[src/rtl/serial_sub_pkg.sv]
// Shared types and constants for the bit-serial subtraction controller.
package serial_sub_pkg;

    localparam int DEFAULT_WIDTH = 8;

    typedef enum logic [1:0] {
        IDLE  = 2'd0,
        SHIFT = 2'd1,
        DONE  = 2'd2
    } state_e;

endpackage

[src/rtl/serial_sub_ctrl_fs_bit.sv]
// One-bit full-subtractor cell: d = a - b - bi, bo is the borrow out.
module fs_bit (
    input  logic a,
    input  logic b,
    input  logic bi,
    output logic d,
    output logic bo
);

    assign d  = a ^ b ^ bi;
    assign bo = (~a & b) | (~(a ^ b) & bi);

endmodule

[src/rtl/serial_sub_ctrl.sv]
// Bit-serial a - b (- bin) controller driving a single fs_bit cell LSB-first.
// Optional initial borrow input enabled by SERIAL_SUB_BORROW_IN_EN.
module serial_sub_ctrl
    import serial_sub_pkg::*;
#(
    parameter int WIDTH = DEFAULT_WIDTH
) (
    input  logic             clk,
    input  logic             rst,
    input  logic             start,
    input  logic [WIDTH-1:0] a,
    input  logic [WIDTH-1:0] b,
`ifdef SERIAL_SUB_BORROW_IN_EN
    input  logic             bin,
`endif
    output logic             busy,
    output logic             done,
    output logic [WIDTH-1:0] diff,
    output logic             bout,
    output state_e           state_o
);

    localparam int CW = $clog2(WIDTH + 1);

    // Handshake: start is a level request sampled only in IDLE; done is a
    // single-cycle pulse with diff/bout valid from that cycle until the next done.
    state_e           state_q, state_d;
    logic [WIDTH-1:0] a_q, a_d, b_q, b_d, res_q, res_d, diff_q, diff_d;
    logic [CW-1:0]    cnt_q, cnt_d;
    logic             brw_q, brw_d, bout_q, bout_d;
    logic             init_borrow;
    logic             cell_d, cell_bo;

`ifdef SERIAL_SUB_BORROW_IN_EN
    assign init_borrow = bin;
`else
    assign init_borrow = 1'b0;
`endif

    fs_bit u_cell (
        .a  (a_q[0]),
        .b  (b_q[0]),
        .bi (brw_q),
        .d  (cell_d),
        .bo (cell_bo)
    );

    always_ff @(posedge clk or posedge rst) begin
        if (rst) begin
            state_q <= IDLE;
            a_q     <= '0;
            b_q     <= '0;
            res_q   <= '0;
            diff_q  <= '0;
            cnt_q   <= '0;
            brw_q   <= 1'b0;
            bout_q  <= 1'b0;
        end else begin
            state_q <= state_d;
            a_q     <= a_d;
            b_q     <= b_d;
            res_q   <= res_d;
            diff_q  <= diff_d;
            cnt_q   <= cnt_d;
            brw_q   <= brw_d;
            bout_q  <= bout_d;
        end
    end

    always_comb begin
        state_d = state_q;
        a_d     = a_q;
        b_d     = b_q;
        res_d   = res_q;
        diff_d  = diff_q;
        cnt_d   = cnt_q;
        brw_d   = brw_q;
        bout_d  = bout_q;
        case (state_q)
            IDLE: begin
                if (start) begin
                    state_d = SHIFT;
                    a_d     = a;
                    b_d     = b;
                    cnt_d   = '0;
                    brw_d   = init_borrow;
                end
            end
            SHIFT: begin
                a_d   = a_q >> 1;
                b_d   = b_q >> 1;
                res_d = {cell_d, res_q[WIDTH-1:1]};
                brw_d = cell_bo;
                cnt_d = cnt_q + CW'(1);
                // The last bit is folded into the published result on this same edge.
                if (cnt_q == CW'(WIDTH - 1)) begin
                    state_d = DONE;
                    diff_d  = {cell_d, res_q[WIDTH-1:1]};
                    bout_d  = cell_bo;
                end
            end
            DONE:    state_d = IDLE;
            default: state_d = IDLE;
        endcase
    end

    assign busy    = (state_q == SHIFT);
    assign done    = (state_q == DONE);
    assign diff    = diff_q;
    assign bout    = bout_q;
    assign state_o = state_q;

endmodule

[config.mk]
export PLATFORM = sky130hd
export DESIGN_NAME = serial_sub_ctrl
export DESIGN_NICKNAME = d
export VERILOG_FILES = /design/src/rtl/serial_sub_pkg.sv /design/src/rtl/serial_sub_ctrl_fs_bit.sv /design/src/rtl/serial_sub_ctrl.sv
export SDC_FILE = /design/constraint.sdc
export NUM_CORES = 1
export LEC_CHECK = 0
export ABC_AREA = 1
export BUFFER_PORTS_ARGS = -buffer_cell sky130_fd_sc_hd__buf_2
export CAP_MARGIN = 20
export CORE_ASPECT_RATIO = 2
export CORE_UTILIZATION = 54
export CTS_CLUSTER_DIAMETER = 120
export DETAILED_ROUTE_END_ITERATION = 10
export GPL_TIMING_DRIVEN = 0
export PLACE_DENSITY = 0.78
export SLEW_MARGIN = 20
export SYNTH_ARGS = -nofsm -noshare
export SYNTH_HDL_FRONTEND = slang
export SYNTH_SLANG_ARGS = --single-unit
[constraint.sdc]
create_clock -name clk -period 1.5 [get_ports clk]
set_clock_uncertainty 0.15 [all_clocks]
set_input_delay 0.075 -clock clk [delete_from_list [all_inputs] [get_ports clk]]
set_output_delay 0.075 -clock clk [all_outputs]
set_load 0.02 [all_outputs]
# Word-level counts from Yosys, hierarchy flattened
# Cells that the tools add are included.
# totals
inputBits	19
ff_bits	40
# op_classes
bitwise	7
eq_ne	5
n_reduce_logical	5
n_mux	11
addsub	1
# op_table
operator	count
$pmux W8 S2	2
$mux W8	2
$pmux W4 S2	1
$reduce_and A2 Y1	3
$add A4 B1 Y4 const B	1
$eq A4 B3 Y1 const B	1
$mux W2	2
$mux W4	1
$pmux W2 S2	1
$and A1 B1 Y1	2
$eq A2 B1 Y1 const B	1
$eq A2 B2 Y1 const B	1
$logic_not A2 Y1	1
$ne A2 B1 Y1 const B	1
$ne A2 B2 Y1 const B	1
$not A1 Y1	2
$pmux W1 S2	1
$reduce_bool A2 Y1	1
$xor A1 B1 Y1	2
$mux W1	1
$or A1 B1 Y1	1

# Longest topological paths before layout
# depth
depth_word	5
ltp_mapped	6
depth_no_buf	6

# By module
# From an unflattened synthesis, not the netlist that was laid out.
# hier_totals
cells_unflattened	193
hier_area_um2	1692.9
# modules_own_cells
module	n_inst	cells_per_inst	area_each_um2
serial_sub_ctrl	1	189	1661.6
fs_bit	1	4	31.3

# Worst setup path before layout
# No wires, ideal clock.
# synth_timing
path_type	register to register
start	register state_q[0], in the netlist state_o[0]
end	register cnt_q[3]
setup_ns	0.117
arrival_time_ns	1.071
stages_incl_launch_ff	6
setup_slack_ns	0.162
path_buffers	2
cell_sequence	dfrtp_1 > nand2_2 > buf_6 > buf_6 > nand3_1 > nand2_1
# synth_between
elab_chain_cells	3
elab_cells_between_ends	6
# synth_rtl
element	line_no	text
start, declared	serial_sub_ctrl.sv:27	state_e state_q, state_d;
start signal, assigned	serial_sub_ctrl.sv:59	state_q <= state_d;
$eq A2 B1 Y1 / $logic_not A2 Y1 (equally long branches)	serial_sub_ctrl.sv:79	case (state_q)
$reduce_bool A2 Y1 (no source line) / $ne A2 B2 Y1 (equally long branches)	--	
$reduce_and A2 Y1 (no source line)	--	
end signal, assigned	serial_sub_ctrl.sv:64	cnt_q <= cnt_d;
end, declared	serial_sub_ctrl.sv:29	logic [CW-1:0] cnt_q, cnt_d;
# Parallel ways exist; a longest one is shown, timed or not.
# A chain may end at the register's enable or synchronous reset.

# Worst setup path after layout
# layout_timing
start	register state_q[1], in the netlist state_o[1]
end	output busy
# layout_between
elab_chain_cells	1
# layout_rtl
element	line_no	text
$eq A2 B1 Y1	serial_sub_ctrl.sv:107	assign busy = (state_q == SHIFT);
end, declared	serial_sub_ctrl.sv:16	output logic busy,
# Every way passes these cells.

==> results_dict.tcl <==
set metrics [dict create \
    cts_tree "yes" \
    yosysWarnings 0 \
    async_reset_ff_frac 1.00 \
    synth_flop_cell "dfrtp_1" \
    path_class "reg2out" \
    gp_congestion 0.756 \
    hpwl_mm 2.47 \
    pwr-share-seq 0.419 \
    vias 1455 \
    crit_fanout 10 \
    num_rows 28 \
    sw_frac_of_total 0.403 \
    cellInternalPower_w 0.00258 \
    area_growth_pct 30.3 \
    netSwitchingPower_w 0.00174 \
    yosysTopAreaCell "dfrtp_1" \
    min_period_over_period 0.947 \
    utilization 0.741 \
    clock_path_buffers 2 \
    fin_crit_ns 1.42 \
    ys_ff_latch 39 \
    cp_slowest_cell "dfrtp_1" \
    critPathTopFamily "buffers and inverters" \
    ant_nets 0 \
    p_leak_nw 1.16 \
    rsz0062_at_grt "true" \
    wirelength_mm 3.65 \
    port-buffer-count 31 \
    max_cap_viol_count 0 \
    grt_first_pass_wirelength_mm 6.15 \
    routedWlPerCell_um 13.0 \
    dr.pass1.iters 4 \
    grt_usage 0.243 \
    fmax_ghz 0.704 \
    initial_core_util 0.569 \
    io_pins 32 \
    finalSetupViolCount 0 \
    status "complete, no violations" \
    startpoint_type "flip-flop" \
    fin_nets 271 \
    synth_top_cells_by_area "dfrtp_1 (58%), nand2_1 (19%), nand3_1 (11%)" \
    die-height_um 81.2 \
    crit_required_ns 1.27 \
    critPathCaptureType "primary output" \
    grt_antenna_before_repair 0 \
    diodes 0 \
    maxSlewHeadroom 0.663 \
    avgSynthCellArea_um2 8.82 \
    grt_start_max_net_pins 23 \
    clk_pin_slew_ns 0.07 \
    peakVddDrop_uv 1540 \
    synthCells 192 \
    synth_nets 213 \
    worstMarginPinSlew_ns 0.505 \
    clk_latency_ns 0.29 \
    synth_cell_types 19 \
    cts_buffers 5 \
    drt_iter0_markers 53 \
    synth_area_um2 1690 \
    cpPeakStageDelay_ns 0.39 \
    worst-path-buf-inv 4 \
    overflow 0 \
    cts_root_buf "clkbuf_8" \
    die_x_um 41.6 \
    drive_above_1_share 0.231 \
    synth_edf_count 0 \
    via_per_inst 5.18 \
    final_cell_mix "nand2_1 (84), dfrtp_1 (39), nand3_1 (36), buf_2 (33), dlygate4sd3_1 (17)" \
    h-tree-depth 2 \
    core_area_um2 2980 \
    stdcell_count 281 \
    die_area_um2 3380 \
    drc 0 \
    grt_pass1_vias 1406 \
    dp.cells 254 \
    p_comb_frac 0.424 \
    numClockSinks 39 \
    critPathArrivalTime_ns 1.20 \
    fillers 253 \
    power_density_nw_per_um2 1960 \
    final_common_cell "nand2_1" \
    slew_violations 0 \
    hold_violations 0 \
    crit_chain "inv_2 > nand2_4 > inv_4 > buf_6 > buf_4" \
    synth_top_area_frac 0.576 \
    hold_path_class "in2reg" \
    seq_area_frac_synth 0.576 \
    p_clk_frac 0.157 \
]
## timing repair
item | CTS | global route
resized for setup | 2 | 5
hold buffers | 17 | 0
buffers inserted | 2 | 0
endpoints found under the setup margin | 10 | 17
endpoints found under the hold margin | 37 | 0
pin swaps | 0 | 0
## metrics by stage
step / setup slack [ns] / hold WS [ns] / setup TNS [ns] / instance area [um2] / total power (W)
after floorplan: 0.162 / 0.0346 / 0 / 1690 / 0.00304
after global placement: -0.118 / 0.118 / -4.54 / 1890 / 0.00347
after detailed placement: -0.0198 / -0.0209 / -0.107 / 1910 / 0.00354
after CTS: 0.0157 / 0.106 / 0 / 2190 / 0.00431
after global routing: -0.0132 / 0.153 / -0.0410 / 2210 / 0.00466
final: 0.0794 / 0.110 / 0 / 2210 / 0.00432
## logic make-up after synthesis
kind of cell             synth area share
AND/OR/NAND/NOR                     0.326
AO/OA/AOI/OAI                      0.0258
buffers and inverters              0.0532
flip-flops                          0.576
adder cells (fa/ha/maj)            0.0192
## Yosys cell counts (2+ instances only)
library cell and instances:
buf_4 2, nand2_2 2, o21ai_0 3, inv_1 6, buf_6 2, nor2_4 2, nor2_1 4, nand3_1 36
buf_2 4, nand2_1 84, dfrtp_1 39
## tightest hold or removal path, stage by stage
cell	delay, ns
buf_2	0.09
nand2_1	0.14
nor2_4	0.08
nand2_1	0.05
nand3_1	0.06
## routing by layer
metal  up-vias  track usage  part of all wire
li1        730            -                 -
met1       688        0.265              0.40
met2        30        0.447              0.55
met3         7       0.0556             0.025
met4         0       0.0903             0.022
met5         -            0                 0
## registers in the layout (all words and copies together) (netlist names)
register,flops
b_q,8
res_q,7
diff,8
a_q,8
bout,1
cnt_q,4
brw_q,1
state_o,2
## power groups by stage
stage | logic [W] | registers (W) | clock network [W]
2_1_floorplan | 0.00110 | 0.00195 | 0
3_3_place_gp | 0.00167 | 0.00181 | 0
3_5_place_dp | 0.00172 | 0.00183 | 0
4_1_cts | 0.00182 | 0.00180 | 0.000691
5_1_grt | 0.00207 | 0.00187 | 0.000724
6_report | 0.00183 | 0.00181 | 0.000679
## worst paths after layout
| kind | startpoint | endpoint | slack, ns | depth (start not counted) |
|---|---|---|---|---|
| setup / recovery | state_o[1] | busy | 0.08 | 5 |
| hold / removal | start | a_q[5] | 0.11 | 5 |
| setup reg to reg | state_o[1] | b_q[0] | 0.08 | 6 |
| hold reg to reg | diff[2] | diff[2] | 0.32 | 2 |
| max in group asynchronous | rst | diff[4] | 0.54 | 4 |
| min in group asynchronous | rst | res_q[1] | 0.20 | 3 |
## cell type report
class / count / area (um2) / area share
Sequential cell: 39 / 976 / 0.442
Multi-Input combinational cell: 137 / 646 / 0.293
Timing Repair Buffer: 51 / 370 / 0.168
Clock buffer: 7 / 76.3 / 0.0346
Buffer: 8 / 63.8 / 0.0289
Tap cell: 30 / 37.5 / 0.0170
Inverter: 8 / 32.5 / 0.0147
Clock inverter: 1 / 5.00 / 0.00227
(Power assumes the default switching activity.)
